**config.mk**
```make
export PLATFORM = sky130hd
export DESIGN_NAME = pipeline_ctrl
export DESIGN_NICKNAME = d
export VERILOG_FILES = /design/src/rtl/pipeline_pkg.sv /design/src/rtl/hazard_detect.sv /design/src/rtl/pipeline_ctrl.sv
export SDC_FILE = /design/constraint.sdc
export NUM_CORES = 1
export LEC_CHECK = 0
export ABC_AREA = 1
export CAP_MARGIN = 30
export CORE_UTILIZATION = 49
export CTS_CLUSTER_SIZE = 25
export DETAILED_ROUTE_END_ITERATION = 12
export GPL_ROUTABILITY_DRIVEN = 0
export PLACE_DENSITY = 0.83
export SYNTH_ARGS = -nofsm -noshare
export SYNTH_HDL_FRONTEND = slang
export SYNTH_SLANG_ARGS = --single-unit
```
**constraint.sdc**
```tcl
create_clock -name Clk -period 6.7 [get_ports Clk]
set_clock_uncertainty 0.15 [all_clocks]
set_input_delay 2.01 -clock Clk [delete_from_list [all_inputs] [get_ports Clk]]
set_output_delay 2.01 -clock Clk [all_outputs]
set_load 0.01 [all_outputs]
```
**src/rtl/pipeline_pkg.sv**
```systemverilog
// Shared types and constants for the pipeline hazard/stall controller.
package pipeline_pkg;

    localparam int unsigned CNT_W    = 16;
    localparam logic [4:0]  REG_ZERO = 5'd0;

    typedef enum logic [1:0] {
        RUN      = 2'd0,
        MEM_WAIT = 2'd1,
        LU_STALL = 2'd2
    } state_t;

    // Saturating increment for the status counters.
    function automatic logic [CNT_W-1:0] sat_inc(input logic [CNT_W-1:0] v);
        return (v == '1) ? v : v + 1'b1;
    endfunction

endpackage

```
**src/rtl/hazard_detect.sv**
```systemverilog
// Load-use hazard comparison: a load in ID/EX whose destination feeds the
// instruction in ID. Register zero never creates a dependency.
module hazard_detect
    import pipeline_pkg::*;
(
    input  logic       mem_read,
    input  logic [4:0] ex_rt,
    input  logic [4:0] id_rs,
    input  logic [4:0] id_rt,
    output logic       hazard
);

    // Pure combinational match of load destination against both sources.
    always_comb begin
        hazard = mem_read && (ex_rt != REG_ZERO) &&
                 ((ex_rt == id_rs) || (ex_rt == id_rt));
    end

endmodule

```
**src/rtl/pipeline_ctrl.sv**
```systemverilog
// Pipeline control FSM: memory stalls, taken-branch flushes and single
// load-use bubbles, plus saturating stall/flush counters.
module pipeline_ctrl
    import pipeline_pkg::*;
(
    input  logic             Clk,
    input  logic             Rst_n,
    input  logic [4:0]       IdRs,
    input  logic [4:0]       IdRt,
    input  logic             ExMemRead,
    input  logic [4:0]       ExRt,
    input  logic             MemBranch,
    input  logic             MemZero,
    input  logic             MemAccess,
    input  logic             MemReady,
    output logic             PcWrite,
    output logic             PcSel,
    output logic             IfIdWrite,
    output logic             IdExWrite,
    output logic             ExMemWrite,
    output logic             MemWbWrite,
    output logic             IfIdFlush,
    output logic             IdExFlush,
    output logic             ExMemFlush,
    output logic             MemReq,
    output logic [CNT_W-1:0] StallCount,
    output logic [CNT_W-1:0] FlushCount,
    output logic [1:0]       State
);

    state_t state, state_nxt;
    logic   lu_hazard;
    logic   mem_stall;
    logic   br_taken;

    hazard_detect u_hazard (
        .mem_read (ExMemRead),
        .ex_rt    (ExRt),
        .id_rs    (IdRs),
        .id_rt    (IdRt),
        .hazard   (lu_hazard)
    );

    assign mem_stall = MemAccess && !MemReady;
    assign br_taken  = MemBranch && MemZero;
    assign State     = state;

    // State register; reset abandons any wait or bubble in progress.
    always_ff @(posedge Clk or negedge Rst_n) begin
        if (!Rst_n) state <= RUN;
        else        state <= state_nxt;
    end

    // Saturating counters of stalled-PC cycles and taken branches.
    always_ff @(posedge Clk or negedge Rst_n) begin
        if (!Rst_n) begin
            StallCount <= '0;
            FlushCount <= '0;
        end else begin
            if (!PcWrite) StallCount <= sat_inc(StallCount);
            if (PcSel)    FlushCount <= sat_inc(FlushCount);
        end
    end

    // Next-state and control decode; priority is memory, branch, load-use.
    always_comb begin
        state_nxt  = RUN;
        PcWrite    = 1'b1;
        PcSel      = 1'b0;
        IfIdWrite  = 1'b1;
        IdExWrite  = 1'b1;
        ExMemWrite = 1'b1;
        MemWbWrite = 1'b1;
        IfIdFlush  = 1'b0;
        IdExFlush  = 1'b0;
        ExMemFlush = 1'b0;
        MemReq     = MemAccess;

        case (state)
            RUN, LU_STALL: begin
                if (mem_stall) begin
                    MemReq     = 1'b1;
                    PcWrite    = 1'b0;
                    IfIdWrite  = 1'b0;
                    IdExWrite  = 1'b0;
                    ExMemWrite = 1'b0;
                    MemWbWrite = 1'b0;
                    state_nxt  = MEM_WAIT;
                end else if (br_taken) begin
                    PcSel      = 1'b1;
                    IfIdFlush  = 1'b1;
                    IdExFlush  = 1'b1;
                    ExMemFlush = 1'b1;
                end else if ((state == RUN) && lu_hazard) begin
                    PcWrite    = 1'b0;
                    IfIdWrite  = 1'b0;
                    IdExFlush  = 1'b1;
                    state_nxt  = LU_STALL;
                end
            end
            MEM_WAIT: begin
                if (!MemReady) begin
                    MemReq     = 1'b1;
                    PcWrite    = 1'b0;
                    IfIdWrite  = 1'b0;
                    IdExWrite  = 1'b0;
                    ExMemWrite = 1'b0;
                    MemWbWrite = 1'b0;
                    state_nxt  = MEM_WAIT;
                end else if (br_taken) begin
                    PcSel      = 1'b1;
                    IfIdFlush  = 1'b1;
                    IdExFlush  = 1'b1;
                    ExMemFlush = 1'b1;
                end
            end
            default: state_nxt = RUN;
        endcase

        // Reset holds the pipeline frozen and flushing regardless of state.
        if (!Rst_n) begin
            PcWrite    = 1'b0;
            PcSel      = 1'b0;
            IfIdWrite  = 1'b0;
            IdExWrite  = 1'b0;
            ExMemWrite = 1'b0;
            MemWbWrite = 1'b0;
            IfIdFlush  = 1'b1;
            IdExFlush  = 1'b1;
            ExMemFlush = 1'b1;
            MemReq     = 1'b0;
        end
    end

endmodule

```
==> impl_metrics.tcl, run 1 <==
set metrics [dict create \
    status "complete, no violations" \
    routed_wl_um 5180 \
    clk_pin_slew_ps 80 \
    path_class "input port to output pin" \
    drc 0 \
    syn_avg_cell_area_um2 7.65 \
    final_cell_mix "nand2_1, clkdlybuf4s50_1, dfrtp_1, nand3_1, inv_1" \
    final.setup.tns_ps 0 \
    first_pass_iters 4 \
    nNetsFinal 388 \
    clock_path_buffers 2 \
    clock_sinks 34 \
    rsz0062_at_grt "false" \
    postCtsSetupRepairBufs 0 \
    die_w_um 70.3 \
    clk_latency_ps 290 \
    drtIter0Drc 96 \
    synthCells 299 \
    synth-seq-cells 34 \
    worst_slew_pin_slew_ps 384 \
    grt_pass1_vias 2114 \
    placed_cell_area_um2 2940 \
    wl_per_cell_um 12.4 \
    powerDensity_nw_per_um2 226 \
    arrival_ps 3920 \
    gr-total-overflow 0 \
    layout_min_cycle_time_ps 6080 \
    vias 2147 \
    min_period_over_period 0.908 \
    slew_headroom 0.742 \
    cp-start-kind "input port" \
    portBuffers 65 \
    yosysWarnings 0 \
    drt-vias-per-instance 5.15 \
    areaGrowthSynthToFinish_pct 34.6 \
    cap_violations 0 \
    syn_area_um2 2290 \
    grtUsageTotal 0.234 \
    grt_pass1_wl_um 9240 \
    grt_max_degree 27 \
    fmax_mhz 164 \
    final_area_um2 3080 \
    tritoncts "yes" \
    hold_viol 0 \
    initial_core_util 0.518 \
    hold_class "register to register" \
    cp_max_fo 19 \
    die_area_um2 4950 \
    antenna_found_initial 0 \
    required_ps 4540 \
    core_um2 4410 \
    yosysSeqAreaShare 0.372 \
    ir_drop_mv 0.186 \
    ioPinCount 66 \
    ctsHoldBuffers 0 \
    drtAntennaViolNets 0 \
    synthesis.nets 323 \
    numCtsBuffers 5 \
    whs_ps 381 \
    cts_resized 0 \
    end_kind "output pin" \
    fillCellCount 368 \
    leakagePower_nw 1.51 \
    htree_levels 2 \
    utilization 0.698 \
    row_count 24 \
    die_y_um 70.3 \
    n_antenna_cell 0 \
    final_common_cell "nand2_1" \
    layout-drive-gt1-share 0.123 \
    dpl.hpwl_um 3910 \
    root_buffer "clkbuf_8" \
    setup_viol 0 \
    slew_viol_final 0 \
    synth.distinct_cells 30 \
]
-- state kept, by name, indices dropped and copies added, names as in the netlist --
signal and count:
FlushCount 16, State 2, StallCount 16
-- cells in the mapped netlist --
library cell  count  share of area
a21oi_1           4         0.0087
nor3_1            6          0.013
o21ai_2           1         0.0038
o21ai_0           5          0.011
inv_2             3         0.0049
nor3b_1           1         0.0033
nor2_2            3         0.0082
nand2_2          13          0.036
ha_1              2          0.011
nor3_4            1         0.0071
xor2_1           13          0.050
buf_4             5          0.016
nor4_4            1         0.0093
xnor2_1          14          0.054
nand3_2           2         0.0087
dfrtp_1          34           0.37
nand2_4           3          0.015
buf_6             2         0.0098
nor2_4            3          0.015
nand3_1          34          0.074
inv_1            31          0.051
nor3_2            2         0.0087
nand4_4           1         0.0093
nand4_1           2         0.0055
xnor2_2           1         0.0071
nor4_1            1         0.0027
clkbuf_1          1         0.0016
nor2_1           28          0.046
nor3b_2           1         0.0055
nand2_1          81           0.13
-- per-stage QoR --
step	power (mW)	setup WS [ps]	std cells
4_1_cts	0.703	612	417
3_5_place_dp	0.469	612	409
3_3_place_gp	0.459	664	409
2_1_floorplan	0.370	1520	299
6_report	0.695	617	417
5_1_grt	0.733	423	417
-- final timing paths --
check                                     startpoint                    endpoint  slack [ps]  cells past startpoint
max                                          ExRt[4]                   IfIdWrite         620                     13
min                        FlushCount[7]$_DFFE_PN0P_   FlushCount[7]$_DFFE_PN0P_         380                      1
max reg2reg                StallCount[0]$_DFFE_PN0P_   StallCount[2]$_DFFE_PN0P_        4590                      7
min reg2reg                FlushCount[7]$_DFFE_PN0P_   FlushCount[7]$_DFFE_PN0P_         380                      1
max in group asynchronous                      Rst_n   FlushCount[8]$_DFFE_PN0P_        4310                      2
min in group asynchronous                      Rst_n  FlushCount[14]$_DFFE_PN0P_        1460                      1
-- cell families (layout without fill, tap and decap cells) --
kind of cell | count (synthesis) | in the layout | synth area share
AND/OR/NAND/NOR | 183 | 183 | 0.400
buffers and inverters | 42 | 108 | 0.0837
flip-flops | 34 | 34 | 0.372
XOR/XNOR | 28 | 28 | 0.110
AO/OA/AOI/OAI | 10 | 10 | 0.0235
adder cells (fa/ha/maj) | 2 | 2 | 0.0109
-- critical path: stages --
cell             delay [ps]
clkdlybuf4s50_1         540
inv_2                    50
nand2_1                  60
nand2_1                  50
nor2_1                  100
nand3_1                  80
nand2_1                  90
nand3_1                  70
nand2_1                  70
nand2_2                  60
nand2_4                 180
inv_1                    80
clkdlybuf4s50_1         480
-- routing by layer --
| metal | vias to the layer above | part of all wire | track usage |
|---|---|---|---|
| met4 | 0 | 0.026 | 0.107 |
| li1 | 1067 | - | - |
| met1 | 993 | 0.42 | 0.283 |
| met5 | - | 0 | 0 |
| met2 | 70 | 0.50 | 0.398 |
| met3 | 17 | 0.050 | 0.0462 |
-- area by class of cell --
cell class / count / area, um^2 / share of cell area
Clock buffer: 5 / 68.8 / 0.0223
Clock inverter: 3 / 68.8 / 0.0223
Inverter: 34 / 128 / 0.0414
Multi-Input combinational cell: 223 / 1250 / 0.405
Sequential cell: 34 / 851 / 0.276
Tap cell: 52 / 65.1 / 0.0211
Timing Repair Buffer: 66 / 653 / 0.212
-- power by group --
group / switching (mW) / internal (mW) / total (mW) / leakage, nW
logic: 0.0878 / 0.102 / 0.190 / 0.990
clock network: 0.0811 / 0.149 / 0.230 / 0.0683
registers: 0.0428 / 0.232 / 0.275 / 0.455
total: 0.212 / 0.483 / 0.695 / 1.51
Power figures use the tool's default switching activity.
==> inputs of run 2 (changes only) <==
--- a/config.mk
+++ b/config.mk
@@ -7,6 +7,7 @@
 export LEC_CHECK = 0
 export ABC_AREA = 1
 export CAP_MARGIN = 30
+export CORE_MARGIN = 3
 export CORE_UTILIZATION = 49
 export CTS_CLUSTER_SIZE = 25
 export DETAILED_ROUTE_END_ITERATION = 12
==> impl_metrics.tcl, run 2 (synthesized netlist as in run 1, its figures left out) <==
set metrics [dict create \
    rsz0062_at_grt "false" \
    drc 0 \
    htree_levels 2 \
    die_area_um2 5530 \
    ctsHoldBuffers 0 \
    clk_pin_slew_ps 70 \
    drt-vias-per-instance 5.03 \
    ir_drop_mv 0.137 \
    leakagePower_nw 1.52 \
    grt_pass1_wl_um 9290 \
    powerDensity_nw_per_um2 227 \
    cts_resized 0 \
    clock_sinks 34 \
    crit_chain "clkdlybuf4s50_1, inv_2, nand2_1, nand2_1, nor2_1, nand3_1, nand2_1, nand3_1, nand2_1, nand2_2, nand2_4, inv_1, clkdlybuf4s50_1" \
    slew_headroom 0.779 \
    fillCellCount 369 \
    min_period_over_period 0.909 \
    required_ps 4540 \
    grt_max_degree 27 \
    postCtsSetupRepairBufs 0 \
    end_kind "output pin" \
    areaGrowthSynthToFinish_pct 34.8 \
    status "complete, no violations" \
    final_common_cell "nand2_1" \
    antenna_found_initial 0 \
    met2_usage 0.367 \
    grt_pass1_vias 2137 \
    final_cell_mix "nand2_1, clkdlybuf4s50_1, dfrtp_1, nand3_1, inv_1" \
    setup_viol 0 \
    clk_latency_ps 290 \
    clock_path_buffers 2 \
    gr-total-overflow 0 \
    vias 2097 \
    grtUsageTotal 0.214 \
    nNetsFinal 388 \
    p_total_uw 700 \
    worst_slew_pin_slew_ps 331 \
    cpLargestDelayFamily "buffers and inverters" \
    grtUsageMet3 0.0392 \
    hold_viol 0 \
    die_w_um 74.3 \
    slowest_delay_ps 530 \
    initial_core_util 0.515 \
    drtAntennaViolNets 0 \
    routed_wl_um 5400 \
    row_count 24 \
    numCtsBuffers 5 \
    core_um2 4440 \
    wl_per_cell_um 12.9 \
    n_antenna_cell 0 \
    grt_use_met1 0.271 \
    die_y_um 74.3 \
    cp_max_fo 19 \
    multi_input_area_um2 1250 \
    crit_buf_inv 4 \
    final.setup.tns_ps 0 \
    hold_class "register to register" \
    crit_top_cell "nand2_1" \
    portBuffers 65 \
    regArea_um2 851 \
    tritoncts "yes" \
    path_class "input port to output pin" \
    dpl.hpwl_um 4130 \
    arrival_ps 3930 \
    slew_viol_final 0 \
    cap_violations 0 \
    fmax_mhz 164 \
    critPathSlowestCell "clkdlybuf4s50_1" \
    layout-drive-gt1-share 0.123 \
    layout_min_cycle_time_ps 6090 \
    whs_ps 379 \
    ioPinCount 66 \
    drtIter0Drc 161 \
    first_pass_iters 4 \
    cp-start-kind "input port" \
    root_buffer "clkbuf_8" \
    utilization 0.694 \
    grt.busiest_layer "met2" \
]
## run 2: where the power goes
part | internal (mW) | switching [mW]
registers | 0.232 | 0.0436
logic | 0.101 | 0.0869
clock network | 0.159 | 0.0777
## run 2: stage by stage
stage	setup WS (ps)	instance area, um^2	instances
2_1_floorplan	1520	2290	299
3_3_place_gp	639	2940	409
3_5_place_dp	620	2940	409
4_1_cts	617	3090	417
5_1_grt	401	3090	417
6_report	610	3090	417
## run 2: worst register-to-register path: cells and delay by family (launching register included)
kind	cells	cell delay (ps)
DFF	1	450
and+or+nand+nor	6	1200
adders and majority gates	1	260
## run 2: path summary, 6_finish.rpt
kind	from	to	slack [ps]	cells after the start
min in group asynchronous	Rst_n	State[1]$_DFF_PN0_	1460	1
worst max register to register	StallCount[0]$_DFFE_PN0P_	StallCount[3]$_DFFE_PN0P_	4590	7
max in group asynchronous	Rst_n	StallCount[6]$_DFFE_PN0P_	4310	2
worst min register to register	FlushCount[11]$_DFFE_PN0P_	FlushCount[11]$_DFFE_PN0P_	380	1
worst max-delay path	ExRt[4]	IfIdWrite	610	13
worst min-delay path	FlushCount[11]$_DFFE_PN0P_	FlushCount[11]$_DFFE_PN0P_	380	1
## run 2: layout make-up
class | instances | area share
well taps | 52 | 0.0211
multi-input cells | 223 | 0.404
flip-flops and latches | 34 | 0.276
clock inverters | 2 | 0.0195
inverters | 34 | 0.0414
clock buffers | 6 | 0.0268
repair buffers | 66 | 0.212
## run 2: layer usage
metal,vias to the layer above,wire (um),share of wire
li1,1064,-,-
met1,966,2330,0.43
met2,56,2750,0.51
met3,11,234,0.043
met4,0,80,0.015
met5,-,0,0
